[src/rtl/ack_bus_requester_if.sv]
// Handshake bundle between one requester agent and the shared ACK bus top/arbiter.
// The requester drives the request; the arbiter side returns grant and winner broadcast.
interface ack_bus_requester_if;
   logic       ack_req_o;
   logic       ack_ready_i;
   logic [1:0] winner_source_id_i;
   logic       ack_event_i;

   modport master (
      output ack_req_o,
      input  ack_ready_i,
      input  winner_source_id_i,
      input  ack_event_i
   );

   modport slave (
      input  ack_req_o,
      output ack_ready_i,
      output winner_source_id_i,
      output ack_event_i
   );
endinterface

[src/rtl/ack_bus_requester.sv]
// Per-source ACK bus agent: queues local ACKs, requests the bus, retires one ACK per win,
// then backs off for HOLDOFF cycles so lower-priority sources get a chance.
module ack_bus_requester #(
   parameter logic [1:0] MY_ID   = 2'b01,
   parameter int         DEPTH   = 4,
   parameter int         HOLDOFF = 1,
   parameter int         TIMEOUT = 16,
   localparam int        CW      = $clog2(DEPTH + 1)
) (
   input  logic                   clk,
   input  logic                   rst,
   input  logic                   ack_push,
   ack_bus_requester_if.master    bus,
   output logic [CW-1:0]          pending_o,
   output logic                   ack_sent_o,
   output logic                   busy_o,
   output logic                   starved_o,
   output logic                   overflow_o,
   output logic                   protocol_err_o
);

   typedef enum logic [1:0] {
      IDLE = 2'd0,
      REQ  = 2'd1,
      HOLD = 2'd2
   } state_t;

   localparam logic [CW-1:0] DEPTH_C    = CW'(DEPTH);
   localparam logic [7:0]    TIMEOUT_C  = 8'(TIMEOUT);
   localparam logic [7:0]    HOLD_LAST  = 8'((HOLDOFF > 0) ? (HOLDOFF - 1) : 0);

   state_t          state_q;
   state_t          state_d;
   logic [CW-1:0]   pending_d;
   logic [7:0]      wait_cnt;
   logic [7:0]      hold_cnt;
   logic            my_event;
   logic            win;
   logic            push_ok;
   logic            push_drop;
   logic            proto_hit;
   logic            hold_done;

   // A win needs the grant and a broadcast naming us, and only counts while requesting.
   always_comb begin
      my_event  = bus.ack_event_i && (bus.winner_source_id_i == MY_ID);
      win       = (state_q == REQ) && bus.ack_ready_i && my_event;
      push_ok   = ack_push && ((pending_o != DEPTH_C) || win);
      push_drop = ack_push && !push_ok;
      hold_done = (hold_cnt == HOLD_LAST);
      if (state_q == REQ) begin
         proto_hit = bus.ack_ready_i && !my_event;
      end else begin
         proto_hit = bus.ack_ready_i || my_event;
      end
   end

   // A full queue still takes a push on a winning edge, since one slot frees up.
   always_comb begin
      pending_d = pending_o;
      if (push_ok && !win) begin
         pending_d = pending_o + CW'(1);
      end else if (!push_ok && win) begin
         pending_d = pending_o - CW'(1);
      end
   end

   always_comb begin
      state_d = state_q;
      case (state_q)
         IDLE: begin
            if (pending_o != '0) begin
               state_d = REQ;
            end
         end
         REQ: begin
            if (win) begin
               if (HOLDOFF > 0) begin
                  state_d = HOLD;
               end else if (pending_d != '0) begin
                  state_d = REQ;
               end else begin
                  state_d = IDLE;
               end
            end
         end
         HOLD: begin
            if (hold_done) begin
               state_d = (pending_o != '0) ? REQ : IDLE;
            end
         end
         default: state_d = IDLE;
      endcase
   end

   always_ff @(posedge clk) begin
      if (rst) begin
         state_q        <= IDLE;
         pending_o      <= '0;
         ack_sent_o     <= 1'b0;
         wait_cnt       <= '0;
         hold_cnt       <= '0;
         starved_o      <= 1'b0;
         overflow_o     <= 1'b0;
         protocol_err_o <= 1'b0;
      end else begin
         state_q    <= state_d;
         pending_o  <= pending_d;
         ack_sent_o <= win;

         if ((state_q == HOLD) && !hold_done) begin
            hold_cnt <= hold_cnt + 8'd1;
         end else begin
            hold_cnt <= '0;
         end

         // Starvation tracks consecutive losing REQ cycles and only a win resets it.
         if (win) begin
            wait_cnt  <= '0;
            starved_o <= 1'b0;
         end else if (state_q == REQ) begin
            if (wait_cnt != TIMEOUT_C) begin
               wait_cnt <= wait_cnt + 8'd1;
            end
            if (wait_cnt == (TIMEOUT_C - 8'd1)) begin
               starved_o <= 1'b1;
            end
         end

         overflow_o     <= overflow_o | push_drop;
         protocol_err_o <= protocol_err_o | proto_hit;
      end
   end

   // Request depends on registered state only, so it cannot glitch with bus inputs.
   always_comb begin
      bus.ack_req_o = (state_q == REQ);
      busy_o        = (state_q != IDLE) || (pending_o != '0);
   end

endmodule

[src/flat_wrapper.sv]
// flat-port wrapper written by rule: the top's interface ports become plain ports
module ack_bus_requester_flat 
#(
   parameter logic [1:0] MY_ID   = 2'b01,
   parameter int         DEPTH   = 4,
   parameter int         HOLDOFF = 1,
   parameter int         TIMEOUT = 16,
   localparam int        CW      = $clog2(DEPTH + 1)
)
  (clk, rst, ack_push, pending_o, ack_sent_o, busy_o, starved_o, overflow_o, protocol_err_o, bus_ack_req_o, bus_ack_ready_i, bus_winner_source_id_i, bus_ack_event_i);
  ack_bus_requester_if bus_i ();
  input  logic clk;
  input  logic rst;
  input  logic ack_push;
  output logic [CW-1:0] pending_o;
  output logic ack_sent_o;
  output logic busy_o;
  output logic starved_o;
  output logic overflow_o;
  output logic protocol_err_o;
  output wire logic [$bits(bus_i.ack_req_o)-1:0] bus_ack_req_o;
  input wire logic [$bits(bus_i.ack_ready_i)-1:0] bus_ack_ready_i;
  input wire logic [$bits(bus_i.winner_source_id_i)-1:0] bus_winner_source_id_i;
  input wire logic [$bits(bus_i.ack_event_i)-1:0] bus_ack_event_i;
  assign bus_ack_req_o = bus_i.ack_req_o;
  assign bus_i.ack_ready_i = bus_ack_ready_i;
  assign bus_i.winner_source_id_i = bus_winner_source_id_i;
  assign bus_i.ack_event_i = bus_ack_event_i;
  ack_bus_requester #(.MY_ID(MY_ID), .DEPTH(DEPTH), .HOLDOFF(HOLDOFF), .TIMEOUT(TIMEOUT)) u_core (.clk(clk), .rst(rst), .ack_push(ack_push), .bus(bus_i), .pending_o(pending_o), .ack_sent_o(ack_sent_o), .busy_o(busy_o), .starved_o(starved_o), .overflow_o(overflow_o), .protocol_err_o(protocol_err_o));
endmodule
[config.mk]
export PLATFORM = sky130hd
export DESIGN_NAME = ack_bus_requester_flat
export DESIGN_NICKNAME = d
export VERILOG_FILES = /design/src/rtl/ack_bus_requester_if.sv /design/src/rtl/ack_bus_requester.sv /design/src/flat_wrapper.sv
export SDC_FILE = /design/constraint.sdc
export NUM_CORES = 1
export LEC_CHECK = 0
export ABC_AREA = 0
export BUFFER_PORTS_ARGS = -buffer_cell sky130_fd_sc_hd__buf_2
export CORE_ASPECT_RATIO = 0.75
export CORE_MARGIN = 3
export CORE_UTILIZATION = 50
export CTS_BUF_LIST = sky130_fd_sc_hd__clkbuf_8
export CTS_CLUSTER_SIZE = 28
export DETAILED_ROUTE_END_ITERATION = 7
export PLACE_DENSITY = 0.74
export SLEW_MARGIN = 30
export SYNTH_ARGS = -nofsm -noshare
export SYNTH_HDL_FRONTEND = slang
export SYNTH_SLANG_ARGS = --single-unit
[constraint.sdc]
create_clock -name clk -period 7.7 [get_ports clk]
set_input_delay 1.54 -clock clk [delete_from_list [all_inputs] [get_ports clk]]
set_output_delay 1.54 -clock clk [all_outputs]
set_load 0.005 [all_outputs]
==> qor.txt <==
Outcome: complete, no violations
Setup-failing EPs final: 0
Hold Crit Endpoint: u_core.protocol_err_o$_SDFF_PP0_
Critical path, cell by cell: buf_2, nand3b_1, or2_1, a31oi_1, ha_1, inv_1, fa_1, xor2_1, or3_1, a21oi_1
Wire per inst: 11.88 um
Root Driver: clkbuf_8
R2r startpoint: u_core.state_q[0]$_SDFFE_PP0P_
Family with the most delay on the worst path: simple AND/OR/NAND/NOR gates
Leakage power: 0.5167 nW
Final hold viol count: 0
Slew Viols, Final: 0
Post-synth top flop: dfxtp_1
Post-Route Skew: 0.002808 ns
DP Area: 1354 sq um
DRC: 0
R2R Path End: u_core.pending_o[2]$_SDFFE_PP0P_
Asr flop ratio synth: 0
Max transition margin: 0.6475
WP data required: 7.91 ns
CP startpoint kind: input pin
Initial Util: 0.5339
Period minus WS final: 3.550 ns
CP max stage delay: 0.38 ns
Total vias in the final route: 1069
Slew of the pin with the lowest slew margin: 0.5277 ns
Largest net degree at the start of global routing: 18
Syn Inst Count: 148
Share of layout cells above drive strength 1: 0.1472
Detailed Place HPWL: 1.764 mm
Max-cap violation count: 0
Inserted Clock Buffers: 3
Post-Route Setup TNS: 0 ns
TritonRoute pass-1 iters: 4
Design area: 1399 sq um
Sequential cell area fraction in the yosys report: 0.3996
Post-Synthesis Cell Area: 1252 sq um
Period utilization: 0.4610
DR vias/cell: 5.426
CTS max path bufs: 2
Synth warn: 0
RSZ-0062 raised after global routing: no
Post-CTS setup buffers: 0
Critical path fanouts, max: 11
Crit path max-delay cell type: fa_1
Hold/Removal Path Class: flop to flop
Critical path buffers and inverters: 2
Hold buffers post-CTS: 0
Die width: 63.79 um
# IOs: 16
Core outline area: 2346 sq um
Hold Path Depth: 2
Skew-Pair Late Insertion Delay: 0.27 ns
Path depth of the worst reg2reg path: 9
Maximum clock frequency: 0.2817 GHz
CTS tree: done
Final estimated routing congestion in global placement: 0.8020
Clock sinks: 25
Port-buffer cells: 15
Syn_nets: 161
PwrDens: 229.6 nW/um^2
Antenna-violating nets left: 0
H-tree depth: 1
Die ar.: 3148 sq um
Number of synthesized flops with an enable pin: 0
Hold_sp: u_core.protocol_err_o$_SDFF_PP0_
Worst setup path category: input pin to flop
Synth Register Bits: 25
Nets: 177
Initial antenna violation count: 0
Clock transition at path regs: 0.09 ns
DR iter-0 viols: 25
Post_cts resized: 0
Die Span Y: 49.35 um
Peak supply drop: 0.1613 mV
Crit. Startpoint: bus_winner_source_id_i[1]
CP endpoint kind: flop
Diode count: 0
Drt total wl: 2.341 mm
First-pass GRT wire length: 4.181 mm
Synth unique cells: 36
Reg-to-reg setup timing slack: 5.13 ns
GRT Total Usage: 0.1693
# rows: 15
Worst hold slack: 0.4552 ns
Vias in the first global route: 961
Area Overhead vs Synth: 11.69%
Critical Path AT: 3.76 ns
Avg Synthesized Cell Area: 8.463 sq um
Overflow after GRT: 0
==> worst max-delay path by stage <==
stage | slack, ns | depth (start not counted) | to
after floorplan | 4.15 | 10 | u_core.pending_o[2]$_SDFFE_PP0P_
after global placement | 3.98 | 10 | u_core.pending_o[2]$_SDFFE_PP0P_
after detailed placement | 3.87 | 10 | u_core.pending_o[2]$_SDFFE_PP0P_
after CTS | 4.17 | 10 | u_core.pending_o[2]$_SDFFE_PP0P_
after global routing | 4.04 | 10 | u_core.pending_o[2]$_SDFFE_PP0P_
final | 4.15 | 10 | u_core.pending_o[2]$_SDFFE_PP0P_
==> report_power, final <==
part           leakage [nW]  switching, mW  internal (mW)
combinational         0.287         0.0430         0.0401
sequential            0.203         0.0189          0.142
clock                0.0269         0.0412         0.0357
==> synth_stat cells (3+ instances only) <==
| library cell | n | area, sq um |
|---|---|---|
| nor2b_1 | 6 | 37.54 |
| clkbuf_1 | 3 | 11.26 |
| nor3_1 | 3 | 15.01 |
| nand2_1 | 6 | 22.52 |
| inv_1 | 13 | 48.80 |
| nand3b_1 | 4 | 30.03 |
| or3_1 | 8 | 50.05 |
| nor2_1 | 12 | 45.04 |
| xor2_1 | 4 | 35.03 |
| a21oi_1 | 12 | 60.06 |
| nand4_1 | 4 | 25.02 |
| dfxtp_1 | 25 | 500.5 |
| o21ai_0 | 15 | 75.07 |
| nand3_1 | 4 | 20.02 |
| mux2i_1 | 4 | 40.04 |
| ha_1 | 5 | 62.56 |
==> tightest hold or removal path, stage by stage, from the launching register on <==
cell	delay (ns)
dfxtp_1	0.32
inv_1	0.05
a21oi_1	0.05
==> per-stage QoR <==
stage          power (mW)    util  setup WS [ns]  cells
2_1_floorplan      0.2170       -          4.148    148
3_3_place_gp       0.2426  0.5771          3.984    193
3_5_place_dp       0.2465  0.5771          3.874    193
4_1_cts            0.3233  0.5963          4.169    197
5_1_grt            0.3423  0.5963          4.036    197
6_report           0.3212  0.5963          4.150    197
==> area by class of cell <==
cell class              count  area [sq um]
clock inverters             1         3.754
fillers                   223         947.2
repair buffers             15         75.07
flip-flops and latches     25         500.5
inverters                  13         48.80
well taps                  34         42.54
clock buffers               3         41.29
multi-input cells         106         686.9
==> cells in the final DEF (no fill, tap or decap), types with 5 or more instances in the layout <==
cell type	instances
a21oi_1	12
buf_2	15
dfxtp_1	25
ha_1	5
inv_1	14
nand2_1	6
nor2_1	12
nor2b_1	6
o21ai_0	15
or3_1	8
==> cells by family after synthesis <==
| logic type | count (synthesis) | share of synthesized area |
|---|---|---|
| AND/OR/NAND/NOR | 54 | 0.2408 |
| AO/OA/AOI/OAI | 36 | 0.1659 |
| flip-flops | 25 | 0.3996 |
| buffers and inverters | 17 | 0.05195 |
| adder cells (fa/ha/maj) | 6 | 0.06593 |
| XOR/XNOR | 5 | 0.03496 |
| multiplexers | 5 | 0.04096 |
==> routing by layer <==
layer  part of all wire  wire length [um]  global-route usage
met1               0.49              1143              0.2230
met2               0.44              1040              0.2556
met3              0.053               123             0.05530
met4              0.014                33             0.06452
met5                  0                 0                   0
==> sequential cells by signal, summed over array words and instances, names as in the netlist <==
signal                 cells
u_core.state_q             2
u_core.wait_cnt            8
u_core.ack_sent_o          1
u_core.overflow_o          1
u_core.protocol_err_o      1
u_core.pending_o           3
u_core.hold_cnt            8
u_core.starved_o           1
Note: power is estimated with default switching activity, not from simulation.
